File: config.mk
export PLATFORM = sky130hd
export DESIGN_NAME = pipe_ctrl_unit
export DESIGN_NICKNAME = d
export VERILOG_FILES = /design/src/rtl/pipe_ctrl_pkg.sv /design/src/rtl/pipe_fwd_sel.sv /design/src/rtl/pipe_ctrl_unit.sv
export SDC_FILE = /design/constraint.sdc
export NUM_CORES = 1
export LEC_CHECK = 0
export ABC_AREA = 1
export CAP_MARGIN = 20
export CELL_PAD_IN_SITES_DETAIL_PLACEMENT = 1
export CELL_PAD_IN_SITES_GLOBAL_PLACEMENT = 2
export CORE_MARGIN = 2
export CORE_UTILIZATION = 17
export DETAILED_ROUTE_END_ITERATION = 8
export PLACE_DENSITY = 0.86
export SKIP_CTS_REPAIR_TIMING = 1
export SYNTH_ARGS = -nofsm -noshare
export SYNTH_HDL_FRONTEND = slang
export SYNTH_SLANG_ARGS = --single-unit
File: constraint.sdc
create_clock -name clock -period 1.9 [get_ports clock]
set_input_delay 0.57 -clock clock [delete_from_list [all_inputs] [get_ports clock]]
set_output_delay 0.57 -clock clock [all_outputs]
set_load 0.005 [all_outputs]
File: src/rtl/pipe_ctrl_pkg.sv
// Shared types and stage indices for the pipeline controller.
package pipe_ctrl_pkg;

    typedef enum logic [2:0] {
        NONE     = 3'd0,
        MEM_WAIT = 3'd1,
        EX_BUSY  = 3'd2,
        FLUSH    = 3'd3,
        LOAD_USE = 3'd4,
        IF_WAIT  = 3'd5
    } stall_cause_e;

    localparam int ST_IF   = 0;
    localparam int ST_ID   = 1;
    localparam int ST_EX   = 2;
    localparam int ST_MEM0 = 3;

    localparam int FWD_RF  = 0;

endpackage

File: src/rtl/pipe_fwd_sel.sv
// Forwarding select for one EX source: youngest valid writer in stages MEM0..WB wins.
// Purely combinational; x0 and unused sources always read the register file.
module pipe_fwd_sel
    import pipe_ctrl_pkg::*;
#(
    parameter int NUM_STAGES = 5,
    parameter int REG_ADDR_W = 5,
    parameter int FW         = 2
) (
    input  logic [REG_ADDR_W-1:0]                          rs,
    input  logic                                           rs_used,
    input  logic [NUM_STAGES-1:ST_MEM0]                    cand_vld,
    input  logic [NUM_STAGES-1:ST_MEM0]                    cand_wr,
    input  logic [NUM_STAGES-1:ST_MEM0][REG_ADDR_W-1:0]    cand_rd,
    output logic [FW-1:0]                                  sel
);

    // Scan oldest to youngest so the youngest match overwrites.
    always_comb begin
        sel = FW'(FWD_RF);
        for (int s = NUM_STAGES - 1; s >= ST_MEM0; s--) begin
            if (rs_used && cand_vld[s] && cand_wr[s] &&
                (cand_rd[s] != '0) && (cand_rd[s] == rs)) begin
                sel = FW'(s - ST_EX);
            end
        end
    end

endmodule

File: src/rtl/pipe_ctrl_unit.sv
// Central pipeline controller: valid bits, stage enables, stall/flush resolution, EX forwarding selects.
// Perf counters exist only when PIPE_PERF_CNT_EN is defined; otherwise their ports read 0.
module pipe_ctrl_unit
    import pipe_ctrl_pkg::*;
#(
    parameter int  NUM_STAGES = 5,
    parameter int  REG_ADDR_W = 5,
    parameter int  NUM_SRC    = 2,
    parameter int  CNT_W      = 32,
    localparam int FW         = $clog2(NUM_STAGES - 2)
) (
    input  logic                          clock,
    input  logic                          reset,
    input  logic                          if_insn_vld,
    input  logic [NUM_SRC*REG_ADDR_W-1:0] id_rs,
    input  logic [NUM_SRC-1:0]            id_rs_used,
    input  logic [REG_ADDR_W-1:0]         id_rd,
    input  logic                          id_reg_wr,
    input  logic                          id_mem_rd,
    input  logic                          ex_busy,
    input  logic                          br_taken,
    input  logic                          mem_ready,
    output logic                          pc_en,
    output logic [NUM_STAGES-1:0]         stage_en,
    output logic [NUM_STAGES-1:0]         stage_vld,
    output logic                          flush,
    output logic [NUM_SRC*FW-1:0]         fwd_sel,
    output stall_cause_e                  stall_cause,
    output logic                          retire,
    output logic [CNT_W-1:0]              cyc_cnt,
    output logic [CNT_W-1:0]              ret_cnt,
    output logic [CNT_W-1:0]              stall_cnt,
    output logic [CNT_W-1:0]              flush_cnt
);

    logic [NUM_STAGES-1:0]                      vld_q;
    logic [NUM_STAGES-1:ST_EX][REG_ADDR_W-1:0]  rd_q;
    logic [NUM_STAGES-1:ST_EX]                  wr_q;
    logic [NUM_STAGES-3:ST_EX]                  ld_q;
    logic [NUM_SRC*REG_ADDR_W-1:0]              ex_rs_q;
    logic [NUM_SRC-1:0]                         ex_used_q;

    logic [NUM_STAGES-1:0] freeze;
    logic [NUM_STAGES-1:0] bubble;
    logic                  load_use;

    // Only loads still short of the first data-return stage can cause a load-use hazard.
    always_comb begin
        load_use = 1'b0;
        for (int s = ST_EX; s <= NUM_STAGES - 3; s++) begin
            for (int i = 0; i < NUM_SRC; i++) begin
                if (vld_q[s] && ld_q[s] && (rd_q[s] != '0) && id_rs_used[i] &&
                    (rd_q[s] == id_rs[i*REG_ADDR_W +: REG_ADDR_W])) begin
                    load_use = 1'b1;
                end
            end
        end
        load_use = load_use & vld_q[ST_ID];
    end

    always_comb begin
        stall_cause = NONE;
        flush       = 1'b0;
        freeze      = '0;
        bubble      = '0;
        if (vld_q[ST_MEM0] && !mem_ready) begin
            stall_cause             = MEM_WAIT;
            freeze[ST_MEM0:ST_IF]   = '1;
            bubble[ST_MEM0+1]       = 1'b1;
        end else if (vld_q[ST_EX] && ex_busy) begin
            stall_cause             = EX_BUSY;
            freeze[ST_EX:ST_IF]     = '1;
            bubble[ST_MEM0]         = 1'b1;
        end else if (vld_q[ST_EX] && br_taken) begin
            stall_cause             = FLUSH;
            flush                   = 1'b1;
            bubble[ST_EX:ST_ID]     = '1;
        end else if (load_use) begin
            stall_cause             = LOAD_USE;
            freeze[ST_ID:ST_IF]     = '1;
            bubble[ST_EX]           = 1'b1;
        end else if (!if_insn_vld) begin
            stall_cause             = IF_WAIT;
            freeze[ST_IF]           = 1'b1;
            bubble[ST_ID]           = 1'b1;
        end
    end

    assign stage_en  = ~freeze;
    assign pc_en     = stage_en[ST_IF];
    assign stage_vld = vld_q;
    assign retire    = vld_q[NUM_STAGES-1];

    always_ff @(posedge clock or posedge reset) begin
        if (reset) begin
            vld_q     <= '0;
            rd_q      <= '0;
            wr_q      <= '0;
            ld_q      <= '0;
            ex_rs_q   <= '0;
            ex_used_q <= '0;
        end else begin
            // IF holds a live fetch once the PC has been loaded at least once.
            if (stage_en[ST_IF]) vld_q[ST_IF] <= 1'b1;
            if (stage_en[ST_ID]) vld_q[ST_ID] <= if_insn_vld & ~bubble[ST_ID];
            if (stage_en[ST_EX]) begin
                vld_q[ST_EX] <= vld_q[ST_ID] & ~bubble[ST_EX];
                rd_q[ST_EX]  <= id_rd;
                wr_q[ST_EX]  <= vld_q[ST_ID] & id_reg_wr & ~bubble[ST_EX];
                ld_q[ST_EX]  <= vld_q[ST_ID] & id_mem_rd & ~bubble[ST_EX];
                ex_rs_q      <= id_rs;
                ex_used_q    <= id_rs_used & {NUM_SRC{vld_q[ST_ID] & ~bubble[ST_EX]}};
            end
            for (int k = ST_MEM0; k < NUM_STAGES; k++) begin
                if (stage_en[k]) begin
                    vld_q[k] <= vld_q[k-1] & ~bubble[k];
                    rd_q[k]  <= rd_q[k-1];
                    wr_q[k]  <= wr_q[k-1] & ~bubble[k];
                end
            end
            for (int k = ST_MEM0; k <= NUM_STAGES - 3; k++) begin
                if (stage_en[k]) ld_q[k] <= ld_q[k-1] & ~bubble[k];
            end
        end
    end

    for (genvar i = 0; i < NUM_SRC; i++) begin : g_fwd
        pipe_fwd_sel #(
            .NUM_STAGES (NUM_STAGES),
            .REG_ADDR_W (REG_ADDR_W),
            .FW         (FW)
        ) u_fwd (
            .rs       (ex_rs_q[i*REG_ADDR_W +: REG_ADDR_W]),
            .rs_used  (ex_used_q[i]),
            .cand_vld (vld_q[NUM_STAGES-1:ST_MEM0]),
            .cand_wr  (wr_q[NUM_STAGES-1:ST_MEM0]),
            .cand_rd  (rd_q[NUM_STAGES-1:ST_MEM0]),
            .sel      (fwd_sel[i*FW +: FW])
        );
    end

`ifdef PIPE_PERF_CNT_EN
    always_ff @(posedge clock or posedge reset) begin
        if (reset) begin
            cyc_cnt   <= '0;
            ret_cnt   <= '0;
            stall_cnt <= '0;
            flush_cnt <= '0;
        end else begin
            cyc_cnt <= cyc_cnt + CNT_W'(1);
            if (retire)               ret_cnt   <= ret_cnt + CNT_W'(1);
            if (stall_cause != NONE)  stall_cnt <= stall_cnt + CNT_W'(1);
            if (flush)                flush_cnt <= flush_cnt + CNT_W'(1);
        end
    end
`else
    assign cyc_cnt   = '0;
    assign ret_cnt   = '0;
    assign stall_cnt = '0;
    assign flush_cnt = '0;
`endif

endmodule
After elaboration in Yosys (flattened, before gate mapping)
Index checks and enable logic that the tools add are counted.
- equal/unequal tests: 6
- multiplexer cells: 26
- bitwise logic cells: 17
- reduce and logical (&&, ||, !) cells: 29
- operators with widths (kind ; count):
    $eq A5 B5 Y1 ; 6
    $logic_and A1 B1 Y1 ; 25
    $mux W3 ; 7
    $mux W2 ; 8
    $reduce_bool A5 Y1 ; 3
    $and A1 B1 Y1 ; 11
    $mux W1 ; 11
    $not A4 Y5 ; 1
    $not A1 Y1 ; 4
    $and A2 B2 Y2 ; 1
    $logic_not A1 Y1 ; 1
- bits in registers: 36
- input port bits: 25
- output and inout bits: 148
- word-level logic and storage cells: 92

Depth between registers and ports, before layout
- depth after elaboration: 14
- depth in mapped cells: 12
- gate-level depth less buffers: 11

By module
From an unflattened synthesis, not the netlist that was laid out.
- cell total of the unflattened synthesis: 432
- area total of the unflattened synthesis: 3052.9 um^2
- by module, submodules not included (module ; instances ; cells each ; area an instance (um^2) ; sequential area each (um^2)):
    pipe_ctrl_unit ; 1 ; 324 ; 2590.0 ; 900.9
    pipe_fwd_sel ; 2 ; 54 ; 231.5 ; 0.0

Worst setup path after synthesis
No wires, ideal clock.
- path kind: input-to-output
- from: input port id_rs[4]
- to: output port stage_en[0]
- data arrival time: 1356 ps
- data required time: 1330 ps
- setup slack: -26 ps
- stages on the path: 12
- path buffers: 1
- path through: inv_1 nand2_1 nand2_1 nor2_1 nand3_1 nand2_2 nand2_4 nand2_2 nand2_2 nand2_2 inv_1 buf_4
- cells in the longest elaborated chain, start to end: 10
- RTL lines (what ; line ; text):
    start: declaration ; pipe_ctrl_unit.sv:15 ; input logic [NUM_SRC*REG_ADDR_W-1:0] id_rs,
    $eq A5 B5 Y1 ; pipe_ctrl_unit.sv:53 ; (rd_q[s] == id_rs[i*REG_ADDR_W +: REG_ADDR_W])) begin
    $logic_and A1 B1 Y1 ; pipe_ctrl_unit.sv:52 ; if (vld_q[s] && ld_q[s] && (rd_q[s] != '0) && id_rs_used[i] &&
    $mux W1 (2 in series) ; pipe_ctrl_unit.sv:52 ;
    $and A1 B1 Y1 ; pipe_ctrl_unit.sv:58 ; load_use = load_use & vld_q[ST_ID];
    $mux W1 ; pipe_ctrl_unit.sv:78 ; end else if (load_use) begin
    $mux W2 ; pipe_ctrl_unit.sv:74 ; end else if (vld_q[ST_EX] && br_taken) begin
    $mux W2 ; pipe_ctrl_unit.sv:70 ; end else if (vld_q[ST_EX] && ex_busy) begin
    $mux W3 ; pipe_ctrl_unit.sv:66 ; if (vld_q[ST_MEM0] && !mem_ready) begin
    $not A4 Y5 ; pipe_ctrl_unit.sv:89 ; assign stage_en = ~freeze;
    end: declaration ; pipe_ctrl_unit.sv:24 ; output logic [NUM_STAGES-1:0] stage_en,
No other way between the ends.

Final worst setup path
- from: input port id_rs[7]
- to: output port pc_en
- cells in the longest elaborated chain, start to end: 9
- RTL lines (what ; line ; text):
    $eq A5 B5 Y1 ; pipe_ctrl_unit.sv:53 ;
    $logic_and A1 B1 Y1 ; pipe_ctrl_unit.sv:52 ;
    $mux W1 ; pipe_ctrl_unit.sv:52 ;
    $and A1 B1 Y1 ; pipe_ctrl_unit.sv:58 ;
    $mux W1 ; pipe_ctrl_unit.sv:78 ;
    $mux W2 ; pipe_ctrl_unit.sv:74 ;
    $mux W2 ; pipe_ctrl_unit.sv:70 ;
    $mux W3 ; pipe_ctrl_unit.sv:66 ;
    $not A4 Y5 ; pipe_ctrl_unit.sv:89 ;
    end: declaration ; pipe_ctrl_unit.sv:23 ; output logic pc_en,
No other way between the ends.

==> summary.md <==
| Metric | Value |
|---|---|
| Adder-Cell Fraction of Synth Area | 0 |
| Largest family of logic cells by synthesized area | buffers and inverters |
| RSZ-0062 raised after global routing | true |
| CP Max Fanout | 2 |
| CP Capture Type | primary output |
| VDD IR max | 0.369 mV |
| Mapped Cells | 377 |
| Core ar. | 16,600 um2 |
| PwrDens | 1150 nW/um2 |
| Clock Power Share | 0.211 |
| FF-to-FF setup slack | 0.26 ns |
| P_sw | 1.68 mW |
| Drt wl/cell | 10.7 um |
| Worst-Skew Late Latency | 0.28 ns |
| Critical path required time | 1.33 ns |
| Global route overflow | 0 |
| Ys flop type | dfrtp_1 |
| Netlist cell types | 29 |
| Register area share after synthesis | 0.311 |
| P_int | 2.71 mW |
| Initial antenna violation count | 0 |
| Yosys warnings | 0 |
| Hold Vio Cnt, Final | 0 |
| Area fraction in compound gates after synthesis | 0.0532 |
| DRT Pass-1 Iters | 4 |
| RD Place Congestion | 0.751 |
| Post-Route WL | 7.46 mm |
| Mux contribution to synthesized area | 0 |
| Die Y | 134 um |
| Crit path top cell by count | nand2_2 |
| Initial Utilization | 0.175 |
| Top cell type's share of synthesized area | 0.340 |
| CTS tree | built |
| Routed via count | 2,227 |
| Worst R2R Start | rd_q[2] |
| # setup viols final | 11 |
| Status | complete, but fails checks |
| DRT antenna net count | 0 |
| Largest net degree at the start of global routing | 37 |
| Sequential share of power | 0.322 |
| Die area | 18,100 um2 |
| I/O pin cnt | 173 |
| XOR/XNOR share of the synthesized area | 0.0454 |
| Final Power | 4.39 mW |
| WP data arrival | 1.68 ns |
| First-pass GRT wire length | 10.3 mm |
| I/O Buffers | 43 |
| Sink of the worst hold path | stage_vld[0] |
| Failing checks | negative setup slack |
| Worst Path Buf+Inv | 5 |
| Max Buffers Root-to-Sink | 2 |
| Hold Path Stages | 2 |
| Max cap viols | 0 |
| FMAX | 0.445 GHz |
| Worst r2r path cells | 13 |
| Final Skew | 0.00448 ns |
| Syn avg cell area | 7.68 um2 |
| Layout Utilization | 0.230 |
| Rows | 47 |
| Vias in the first global route | 1,981 |
| CTS Root Buffer Type | clkbuf_16 |
| Slew Viols, Final | 0 |
| TNS Setup | -2.61 ns |
| Worst path max stage delay | 0.21 ns |
| Clock sink count | 36 |
| CP Depth | 14 |
| Tmin final | 2.25 ns |
| Comb power frac | 0.466 |
| Crit path cell chain | dlymetal6s2s_1 -> inv_8 -> nand2_2 -> nand2_1 -> nor2_1 -> nand3_1 -> nand2_2 -> buf_6 -> nand2_4 -> nand2_2 -> nand2_2 -> nand2_2 -> inv_2 -> clkbuf_2 |
| Synth area leaders | buf_4, dfrtp_1, nand2_1 |
| Cts bufs inserted | 5 |
| Drt initial violations | 83 |
| Layout cell share with drive strength beyond 1 | 0.295 |
| Sw Share | 0.383 |
| Post-Synthesis Cell Area | 2890 um2 |
| Hpwl dp | 5.68 mm |
| Simple-gate share of the synthesized area | 0.190 |
| # fillers | 2,077 |
| Die width | 134 um |
| Clock transition at the registers of the reported paths | 0.06 ns |
| #FFs+latches synth | 36 |
| H-tree depth | 2 |
| Tot GR Track Use | 0.0726 |
| Kind of cell adding the most delay to the critical path | simple AND/OR/NAND/NOR gates |
| Async set-reset flop share out of synthesis | 1.00 |
| Post-place setup slack | -1.10 ns |
| Setup ws final | -0.348 ns |
| Number of synthesized flops with an enable pin | 0 |
| Fin crit share | 1.18 |
| Avg Vias per Cell | 3.21 |
| Net count, final | 498 |
| Crit Reg-Reg Endpoint | stage_vld[1] |
| Hold Crit Start | stage_vld[0] |
| Slowest library cell on the worst path | dlymetal6s2s_1 |
| Crit path kind | input port to primary output |
| Leakage power | 2.09 nW |
| Min-Delay Path Class | flop to flop |
| Inserted Diodes | 0 |
| Startpoint Class | input port |
| Area grow syn2layout | 31.6% |
| DRC | 0 |
| Synth area leader | buf_4 |
## metal layers
layer | share of wire | global-route usage | vias up
met2 | 0.51 | 0.120 | 90
met1 | 0.43 | 0.0974 | 1037
li1 | - | - | 1098
met4 | 0.0039 | 0.0211 | 0
met5 | 0 | 0 | -
met3 | 0.052 | 0.0124 | 2
## logic make-up (layout without fill, tap and decap cells)
family,after synthesis,count (layout)
AOI/OAI and AO/OA,29,29
xor gates and xnor gates,15,15
buffers and inverters,173,143
DFF,36,36
other,2,129
and+or+nand+nor,122,122
## layout make-up
| type | count | area (um2) | share of cell area |
|---|---|---|---|
| multi-input combinational | 295 | 1450 | 0.380 |
| clock buffer | 5 | 125 | 0.0329 |
| inverter | 38 | 170 | 0.0447 |
| clock inverter | 3 | 42.5 | 0.0112 |
| tap | 220 | 275 | 0.0723 |
| timing repair buffer | 97 | 838 | 0.220 |
| sequential | 36 | 910 | 0.239 |
## cell usage after synthesis (all sizes together), types with 2 or more instances
cell type	instances
nor2	16
xnor2	13
dfrtp	36
inv	38
nand2	79
buf	134
o21ai	24
xor2	2
nor4	2
o22ai	2
nand3	13
nand4	6
conb	2
nor3	4
## registers in the layout, summed over array words and instances (netlist names)
signal     count
ex_rs_q       10
ex_used_q      2
ld_q           1
rd_q          15
stage_vld      5
wr_q           3
## worst max path at each step
stage	startpoint	slack, ns	endpoint
floorplan	id_rs[7]	-0.004	stage_en[0]
global route	rd_q[1]	-0.49	pc_en
CTS	id_rs[8]	-1.12	stall_cause[2]
global placement	id_rs[8]	-1.13	stall_cause[2]
finish	id_rs[7]	-0.35	pc_en
detailed placement	id_rs[8]	-1.10	stall_cause[2]
## stage by stage
| stage | instances | hold WS, ns | instance area [um2] |
|---|---|---|---|
| final | 694 | 0.479 | 3810 |
| after global routing | 694 | 0.504 | 3810 |
| after CTS | 676 | 0.487 | 3540 |
| after detailed placement | 668 | 0.456 | 3380 |
| after global placement | 668 | 0.480 | 3380 |
| after floorplan | 504 | 0.431 | 3400 |
## power by group through the flow
stage	clock network, mW	registers [mW]	logic, mW
2_1_floorplan	0	1.31	1.14
3_3_place_gp	0	1.37	1.69
3_5_place_dp	0	1.38	1.72
4_1_cts	0.953	1.37	1.74
5_1_grt	0.984	1.46	2.27
6_report	0.928	1.41	2.05
## tightest hold or removal path, stage by stage, from the launching register on
cell     delay [ns]
dfrtp_1        0.35
inv_1          0.04
nand2_1        0.05
## cells in the final DEF, fill, tap and decap left out, types with 2 or more instances in the layout
cell type	n
xnor2_1	8
inv_4	3
nor4_4	2
inv_8	2
nor2_2	7
nor2_1	7
buf_2	4
clkdlybuf4s50_1	13
xor2_1	2
nand2_1	64
o21ai_1	8
nand2_2	13
dfrtp_2	7
inv_2	14
dlymetal6s2s_1	15
buf_6	6
nand3_1	9
clkbuf_2	9
o22ai_1	2
inv_1	18
dfrtp_1	29
nand2_4	2
nor3_1	3
xnor2_2	5
nor2_4	2
buf_4	49
nand3_2	4
conb_1	129
nand4_1	6
o21ai_0	16
clkbuf_16	5
(Power assumes the default switching activity.)
